<file path="src/rtl/div_pkg.sv">
// Shared types and helpers for the sequential divider: FSM states,
// counter sizing and the single-bit subtractor cell.
package div_pkg;

  localparam int DIV_WIDTH = 8;

  typedef enum logic [1:0] {
    IDLE = 2'd0,
    RUN  = 2'd1,
    DONE = 2'd2
  } div_state_e;

  function automatic int cnt_width(input int w);
    return $clog2(w + 1);
  endfunction

  localparam int CNT_W = cnt_width(DIV_WIDTH);

  // Full subtractor: returns {borrow_out, difference}.
  function automatic logic [1:0] full_sub(input logic a, input logic b, input logic bin);
    logic d;
    logic bout;
    d    = a ^ b ^ bin;
    bout = (~a & b) | (~(a ^ b) & bin);
    return {bout, d};
  endfunction

endpackage

</file>
<file path="src/rtl/div_step.sv">
// One combinational restoring step: t = {r, in_bit}; subtract divisor when t >= divisor.
// The difference comes from a ripple chain of full-subtractor cells.
module div_step
  import div_pkg::*;
#(
  parameter int WIDTH = DIV_WIDTH
) (
  input  logic [WIDTH-1:0] r,
  input  logic             in_bit,
  input  logic [WIDTH-1:0] divisor,
  output logic [WIDTH-1:0] r_next,
  output logic             q_bit
);
  logic [WIDTH:0]   t_s;
  logic [WIDTH-1:0] diff_s;
  logic [WIDTH:0]   borrow_s;

  assign t_s         = {r, in_bit};
  assign borrow_s[0] = 1'b0;

  for (genvar i = 0; i < WIDTH; i++) begin : g_cell
    assign {borrow_s[i+1], diff_s[i]} = full_sub(t_s[i], divisor[i], borrow_s[i]);
  end

  // Top cell has a zero subtrahend bit, so only its borrow matters.
  assign q_bit = t_s[WIDTH] | ~borrow_s[WIDTH];

  // Restore: keep t when the subtraction would go negative.
  always_comb begin
    r_next = t_s[WIDTH-1:0];
    if (q_bit) begin
      r_next = diff_s;
    end else begin
      r_next = t_s[WIDTH-1:0];
    end
  end

endmodule

</file>
<file path="src/rtl/seq_div8.sv">
// seq_div8: sequential restoring divider, one quotient bit per clock.
// Define APPROX_DIV_EN to skip the low APPROX_BITS quotient bits (remainder forced to 0).
module seq_div8
  import div_pkg::*;
#(
  parameter int WIDTH       = DIV_WIDTH,
  parameter int APPROX_BITS = 2
) (
  input  logic             clk,
  input  logic             rst,
  input  logic             start,
  input  logic [WIDTH-1:0] dividend,
  input  logic [WIDTH-1:0] divisor,
  output logic             busy,
  output logic             done,
  output logic [WIDTH-1:0] quotient,
  output logic [WIDTH-1:0] remainder,
  output logic             div_by_zero
);
  localparam int CW = (WIDTH == DIV_WIDTH) ? CNT_W : cnt_width(WIDTH);
`ifdef APPROX_DIV_EN
  localparam int N_STEPS  = WIDTH - APPROX_BITS;
  localparam int Q_SHIFT  = APPROX_BITS;
  localparam bit KEEP_REM = 1'b0;
`else
  localparam int N_STEPS  = WIDTH;
  localparam int Q_SHIFT  = 0 * APPROX_BITS;
  localparam bit KEEP_REM = 1'b1;
`endif
  localparam logic [CW-1:0] CNT_LOAD = CW'(N_STEPS);
  localparam logic [CW-1:0] CNT_LAST = CW'(32'd1);

  div_state_e       state_r;
  logic [CW-1:0]    cnt_r;
  logic [WIDTH-1:0] dvd_r;
  logic [WIDTH-1:0] dvs_r;
  logic [WIDTH-1:0] rem_r;
  logic [WIDTH-1:0] quo_r;
  logic [WIDTH-1:0] step_rem_s;
  logic             step_q_s;
  logic [WIDTH-1:0] final_q_s;

  div_step #(.WIDTH(WIDTH)) u_step (
    .r       (rem_r),
    .in_bit  (dvd_r[WIDTH-1]),
    .divisor (dvs_r),
    .r_next  (step_rem_s),
    .q_bit   (step_q_s)
  );

  // Final quotient includes this cycle's bit; skipped low bits land as zeros.
  assign final_q_s = {quo_r[WIDTH-2:0], step_q_s} << Q_SHIFT;

  // FSM, datapath shift registers and registered outputs.
  always_ff @(posedge clk) begin
    if (rst) begin
      state_r     <= IDLE;
      cnt_r       <= {CW{1'b0}};
      dvd_r       <= {WIDTH{1'b0}};
      dvs_r       <= {WIDTH{1'b0}};
      rem_r       <= {WIDTH{1'b0}};
      quo_r       <= {WIDTH{1'b0}};
      busy        <= 1'b0;
      done        <= 1'b0;
      quotient    <= {WIDTH{1'b0}};
      remainder   <= {WIDTH{1'b0}};
      div_by_zero <= 1'b0;
    end else begin
      case (state_r)
        IDLE: begin
          done <= 1'b0;
          if (start) begin
            dvd_r       <= dividend;
            dvs_r       <= divisor;
            rem_r       <= {WIDTH{1'b0}};
            quo_r       <= {WIDTH{1'b0}};
            cnt_r       <= CNT_LOAD;
            busy        <= 1'b1;
            div_by_zero <= 1'b0;
            if (divisor == {WIDTH{1'b0}}) begin
              state_r     <= DONE;
              done        <= 1'b1;
              quotient    <= {WIDTH{1'b1}};
              remainder   <= dividend;
              div_by_zero <= 1'b1;
            end else begin
              state_r <= RUN;
            end
          end else begin
            busy <= 1'b0;
          end
        end
        RUN: begin
          rem_r <= step_rem_s;
          quo_r <= {quo_r[WIDTH-2:0], step_q_s};
          dvd_r <= {dvd_r[WIDTH-2:0], 1'b0};
          cnt_r <= cnt_r - CNT_LAST;
          if (cnt_r == CNT_LAST) begin
            state_r   <= DONE;
            done      <= 1'b1;
            quotient  <= final_q_s;
            remainder <= KEEP_REM ? step_rem_s : {WIDTH{1'b0}};
          end
        end
        DONE: begin
          state_r <= IDLE;
          done    <= 1'b0;
          busy    <= 1'b0;
        end
        default: begin
          state_r <= IDLE;
          done    <= 1'b0;
          busy    <= 1'b0;
        end
      endcase
    end
  end

endmodule

</file>
<file path="config.mk">
export PLATFORM = sky130hd
export DESIGN_NAME = seq_div8
export DESIGN_NICKNAME = d
export VERILOG_FILES = /design/src/rtl/div_pkg.sv /design/src/rtl/div_step.sv /design/src/rtl/seq_div8.sv
export SDC_FILE = /design/constraint.sdc
export NUM_CORES = 1
export LEC_CHECK = 0
export ABC_AREA = 0
export ABC_CLOCK_PERIOD_IN_PS = 11500
export BUFFER_PORTS_ARGS = -buffer_cell sky130_fd_sc_hd__buf_2
export CORE_MARGIN = 2
export CORE_UTILIZATION = 63
export CTS_BUF_LIST = sky130_fd_sc_hd__clkbuf_4 sky130_fd_sc_hd__clkbuf_8
export DETAILED_ROUTE_END_ITERATION = 12
export PLACE_DENSITY = 0.88
export SKIP_LAST_GASP = 1
export SYNTH_ARGS = -nofsm -noshare
export SYNTH_HDL_FRONTEND = slang
export SYNTH_HIERARCHICAL = 1
export SYNTH_SLANG_ARGS = --single-unit
</file>
<file path="constraint.sdc">
create_clock -name clk -period 11.5 [get_ports clk]
set_input_delay 0.575 -clock clk [delete_from_list [all_inputs] [get_ports clk]]
set_output_delay 0.575 -clock clk [all_outputs]
set_load 0.005 [all_outputs]
</file>
== After elaboration in Yosys (flattened, before gate mapping) ==
Cells that the tools add are included.

* Logic and storage cells: 104
* Flip-flop bits (word level): 56
* Output and inout bits: 19
* Bits of input ports: 19

* Muxes and demuxes: 26
* Bitwise operators: 54
* Add/subtract/negate cells: 1
* Equality and inequality tests: 5
* Reductions and logical operators: 7

{| class="wikitable"
|+ Operator list
! operator !! number
|-
| $mux W8 || 9
|-
| $pmux W8 S2 || 4
|-
| $not A1 Y1 || 16
|-
| $and A1 B1 Y1 || 15
|-
| $xor A1 B1 Y1 || 15
|-
| $pmux W7 S2 || 1
|-
| $logic_not A8 Y1 || 1
|-
| $or A1 B1 Y1 || 8
|-
| $pmux W4 S2 || 1
|-
| $mux W2 || 3
|-
| $ne A2 B2 Y1 const B || 3
|-
| $reduce_and A2 Y1 || 3
|-
| $eq A4 B1 Y1 const B || 1
|-
| $mux W1 || 4
|-
| $mux W4 || 1
|-
| $pmux W1 S2 || 2
|-
| $pmux W2 S2 || 1
|-
| $reduce_and A4 Y1 || 1
|-
| $sub A4 B1 Y4 const B || 1
|-
| $eq A2 B1 Y1 const B || 1
|-
| $logic_not A2 Y1 || 1
|-
| $reduce_bool A2 Y1 || 1
|}

== Depth between registers and ports, before layout ==
* Depth after elaboration: 21
* Depth in mapped cells: 14
* Mapped depth without buffers: 13

== Hierarchy ==
Netlist, hierarchy kept.

{| class="wikitable"
|+ By module, submodules not included
! module !! cells each !! sequential area each (um^2) !! times used !! area each (um^2)
|-
| seq_div8 || 242 || 1121.1 || 1 || 2153.3
|-
| div_step || 26 || 0.0 || 1 || 287.8
|}

== Worst setup path after synthesis ==
OpenSTA, ideal clock, no wires.

* Kind: register -> register
* Start: reg dvd_r[7]
* End: reg remainder[0]
* Path buffers: 1
* Clock period less this slack: 4.014 ns
* Data required time: 11.414 ns
* Arrival: 3.929 ns
* Stages on the path, launching flop included: 15
* Path slack: 7.486 ns
* Cell sequence: dfxtp_1 -> inv_1 -> ha_1 -> fa_1 -> fa_1 -> fa_1 -> fa_1 -> fa_1 -> fa_1 -> fa_1 -> nand2b_4 -> buf_6 -> mux2i_1 -> a222oi_1 -> a211oi_1

* Longest elaborated chain between the ends: 21
* Elaborated cells on any way between the ends: 22

{| class="wikitable"
|+ RTL lines
! item !! RTL line !! text
|-
| start: declaration || seq_div8.sv:35 || <nowiki>logic [WIDTH-1:0] dvd_r;</nowiki>
|-
| start signal: assignment || seq_div8.sv:59 || <nowiki>dvd_r <= {WIDTH{1'b0}};</nowiki>
|-
| start signal: assignment || seq_div8.sv:73 || <nowiki>dvd_r <= dividend;</nowiki>
|-
| start signal: assignment || seq_div8.sv:96 || <nowiki>dvd_r <= {dvd_r[WIDTH-2:0], 1'b0};</nowiki>
|-
| $not A1 Y1 || div_pkg.sv:24 || <nowiki>bout = (~a & b) | (~(a ^ b) & bin);</nowiki>
|-
| $and A1 B1 Y1 (2 in series) || div_pkg.sv:24 ||
|-
| $or A1 B1 Y1 || div_pkg.sv:24 ||
|-
| $and A1 B1 Y1 || div_pkg.sv:24 ||
|-
| $or A1 B1 Y1 || div_pkg.sv:24 ||
|-
| $and A1 B1 Y1 || div_pkg.sv:24 ||
|-
| $or A1 B1 Y1 || div_pkg.sv:24 ||
|-
| $and A1 B1 Y1 || div_pkg.sv:24 ||
|-
| [6 not listed] || - ||
|-
| $or A1 B1 Y1 || div_pkg.sv:24 ||
|-
| $not A1 Y1 || div_step.sv:26 || <nowiki>assign q_bit = t_s[WIDTH] | ~borrow_s[WIDTH];</nowiki>
|-
| $or A1 B1 Y1 || div_step.sv:26 ||
|-
| net step_q_s || seq_div8.sv:40 || <nowiki>logic step_q_s;</nowiki>
|-
| $mux W8 || div_step.sv:31 || <nowiki>if (q_bit) begin</nowiki>
|-
| net step_rem_s[0] || seq_div8.sv:39 || <nowiki>logic [WIDTH-1:0] step_rem_s;</nowiki>
|-
| $mux W8 || seq_div8.sv:98 || <nowiki>if (cnt_r == CNT_LAST) begin</nowiki>
|-
| $pmux W8 S2 || seq_div8.sv:69 || <nowiki>case (state_r)</nowiki>
|-
| end signal: assignment || seq_div8.sv:66 || <nowiki>remainder <= {WIDTH{1'b0}};</nowiki>
|-
| end signal: assignment || seq_div8.sv:84 || <nowiki>remainder <= dividend;</nowiki>
|-
| end signal: assignment || seq_div8.sv:102 || <nowiki>remainder <= KEEP_REM ? step_rem_s : {WIDTH{1'b0}};</nowiki>
|-
| end: declaration || seq_div8.sv:17 || <nowiki>output logic [WIDTH-1:0] remainder,</nowiki>
|}

The timed path passes the listed nets, and every way through them passes these cells. The select of a mux whose other input is x is not followed.
A chain may end at the register's enable or synchronous reset.

== Worst setup path after layout ==
* Start: reg dvd_r[7]
* End: reg remainder[6]

The elaborated chain is that of the path after synthesis.

==> impl_metrics.py <==
metrics = {
    "place": {
        "dpl.cell_count": 336,
        "dp_hpwl_mm": 3.73,
        "gp_congestion": 0.805,
        "dpl_cell_area_um2": 2610,
        "numPortBuffers": 37,
    },
    "clock_network": {
        "htreeDepth": 2,
        "cts_inserted_buffers": 5,
        "cts_tree": "done",
        "clkLatencyLatePin_ns": 0.32,
        "clk_pin_slew_ns": 0.11,
        "clock-sinks": 56,
        "clk_path_buf_depth": 2,
        "root_buffer": "clkbuf_8",
        "postCtsSetupRepairBufs": 0,
        "post_cts_resized": 0,
        "hold_buffers": 0,
    },
    "drt": {
        "avgViaCountPerCell": 6.07,
        "wl_met1_mm": 2.48,
        "wirelength_mm": 5.62,
        "met2WireLength_mm": 2.66,
        "first_iter_violations": 276,
        "drc_errors": 0,
        "wl_per_cell_um": 16.3,
        "first_pass_iters": 5,
        "wl_met3_um": 417,
        "dr_total_vias": 2087,
        "antenna_left": 0,
        "routed.top_layer": "met4",
    },
    "floorplan": {
        "start_util": 0.662,
        "io_pins": 38,
        "die-width_um": 66.2,
        "dieArea_um2": 4390,
        "core-area_um2": 3690,
        "row_count": 22,
        "die_h_um": 66.2,
    },
    "final_layout": {
        "final_cell_area_um2": 2700,
        "diodes": 0,
        "nets": 324,
        "multi_input_area_um2": 1150,
        "most-common-layout-cells": "dfxtp_1, nand2_1, a21oi_1, buf_2, inv_1",
        "seq_area_um2": 1120,
        "fillers": 287,
        "final_cells": 344,
        "syn_to_final_growth_pct": 10.7,
        "drive_gt1_frac": 0.216,
        "layout_commonest_cell": "dfxtp_1",
    },
    "critical_path": {
        "r2r-start": "dvd_r[7]$_SDFFE_PP0P_",
        "timing.rr.end": "remainder[6]$_SDFFE_PP0P_",
        "path_max_fanout": 10,
        "reg2regPathDepth": 13,
        "critPathLaunch": "dvd_r[7]$_SDFFE_PP0P_",
        "arrival_ns": 4.66,
        "reg2reg_slack_ns": 7.08,
        "worstPathRequired_ns": 11.74,
        "endpoint": "remainder[6]$_SDFFE_PP0P_",
        "criticalPathCategory": "flop to flop",
        "cp-start-kind": "flop",
        "end_kind": "flop",
    },
    "synth": {
        "synth_top_family_by_area": "compound AO/OA/AOI/OAI gates",
        "synth-compound-area-share": 0.199,
        "synth_warnings": 6,
        "synth_nets": 297,
        "synthFlopType": "dfxtp_1",
        "syn-cell-area_um2": 2440,
        "avgSynthCellArea_um2": 9.11,
        "netlist_instances": 268,
        "synth_xor_area_frac": 0.00359,
        "synthSimpleGateAreaFrac": 0.160,
        "async_flop_share": 0,
        "synthTopCellsByArea": "dfxtp_1, nand2_1, a21oi_1, fa_1, o221a_2",
        "synth_top_cell_area_share": 0.459,
        "synth_mux_area_frac": 0.0328,
        "ys_seq_elements": 56,
        "seq_area_frac_synth": 0.459,
        "yosys.area_share.adder": 0.0728,
        "synth_area_leader_cell": "dfxtp_1",
        "synth_cell_types": 32,
        "synth_edf_count": 0,
    },
    "sta": {
        "tns_ns": 0,
        "finalCritPeriodShare": 0.385,
        "slew_headroom": 0.438,
        "fin_hold_ws_ns": 0.464,
        "min_period_ns": 4.42,
        "rsz0062_at_grt": "false",
        "hold_viol": 0,
        "clock_skew_ns": 0.0147,
        "max_freq_ghz": 0.226,
        "maxSlewViolCount": 0,
        "worst_pin_slew_ns": 0.843,
        "setup_viol": 0,
    },
    "grt": {
        "track_usage": 0.272,
        "gr-total-overflow": 0,
        "grt_pass1_vias": 1904,
        "grt_pass1_wl_mm": 9.11,
        "grt_max_degree": 44,
        "antenna_found_initial": 0,
    },
    "power": {
        "combPwrFrac": 0.196,
        "p_leak_nw": 1.08,
        "sw_frac_of_total": 0.307,
        "internal-power_uw": 279,
        "ir_worst_vdd_uv": 95.9,
        "powerDensity_nw_per_um2": 149,
        "clkPwrFrac": 0.278,
        "switchingPower_uw": 124,
        "seq_power_share": 0.525,
    },
    "hold_path": {
        "hold_path_class": "flop to flop",
    },
    "status": {
        "status": "finished, final reports clean",
    },
    "job": {
        "cap_violations": 0,
    },
}
-- critical path, cell delays in order (launching register included) --
cell      delay [ns]
dfxtp_1         0.34
inv_1           0.07
ha_1            0.19
fa_1            0.40
fa_1            0.39
fa_1            0.40
fa_1            0.40
fa_1            0.40
fa_1            0.42
fa_1            0.43
nand2b_4        0.21
mux2i_1         0.32
a222oi_1        0.13
a211oi_1        0.25
-- stage by stage --
stage                     setup slack (ns)   util  power, mW
after floorplan                       7.49      -      0.274
after global placement                7.31  0.707      0.289
after detailed placement              7.18  0.707      0.293
after CTS                             7.12  0.733      0.401
after global routing                  6.94  0.733      0.419
final                                 7.08  0.733      0.403
-- power by group through the flow --
stage / Sequential (mW) / Combinational [mW] / Clock, mW
floorplan: 0.214 / 0.0601 / 0
global placement: 0.215 / 0.0733 / 0
detailed placement: 0.216 / 0.0768 / 0
CTS: 0.212 / 0.0777 / 0.112
global route: 0.213 / 0.0861 / 0.120
finish: 0.212 / 0.0792 / 0.112
-- state kept, by name, indices dropped and copies added, names as in the netlist --
name,cells
dvd_r,8
dvs_r,8
quotient,8
rem_r,8
remainder,8
quo_r,7
cnt_r,4
state_r,2
busy,1
div_by_zero,1
done,1
-- synthesized netlist by cell type (all sizes together) (2+ instances only) --
cell type / instances
a211oi: 8
a21oi: 37
a222oi: 8
a22oi: 8
buf: 10
clkbuf: 9
dfxtp: 56
fa: 7
ha: 3
inv: 19
mux2i: 8
nand2: 51
nand2b: 2
nand3: 10
nor2: 12
nor3b: 2
nor4: 3
o221a: 8
-- routing by layer --
metal  up-vias  GRT usage
met4         0     0.0918
met3         8     0.0494
met1       992      0.370
met2       106      0.434
li1        981          -
met5         -          0
-- final cells by class --
type,instances,share of cell area
clock buffer,5,0.0255
sequential,56,0.415
timing repair buffer,39,0.0741
inverter,20,0.0278
tap,48,0.0222
clock inverter,3,0.00972
multi-input combinational,173,0.426
-- how the worst min path moves through the flow --
stage	from	end	slack [ns]	cells after the start
after floorplan	dvd_r[7]$_SDFFE_PP0P_	dvd_r[7]$_SDFFE_PP0P_	0.44	2
after global placement	div_by_zero$_SDFFE_PP0P_	div_by_zero$_SDFFE_PP0P_	0.44	2
after detailed placement	div_by_zero$_SDFFE_PP0P_	div_by_zero$_SDFFE_PP0P_	0.45	2
after CTS	div_by_zero$_SDFFE_PP0P_	div_by_zero$_SDFFE_PP0P_	0.46	2
after global routing	div_by_zero$_SDFFE_PP0P_	div_by_zero$_SDFFE_PP0P_	0.48	2
final	dvd_r[3]$_SDFFE_PP0P_	dvd_r[3]$_SDFFE_PP0P_	0.46	2
-- cell families after synthesis --
family / count (synthesis)
buffers and inverters: 39
AOI/OAI and AO/OA: 71
adders and majority gates: 10
muxes: 8
xor gates and xnor gates: 1
DFF: 56
and+or+nand+nor: 83
No activity file was read; power rests on OpenSTA's default activity.
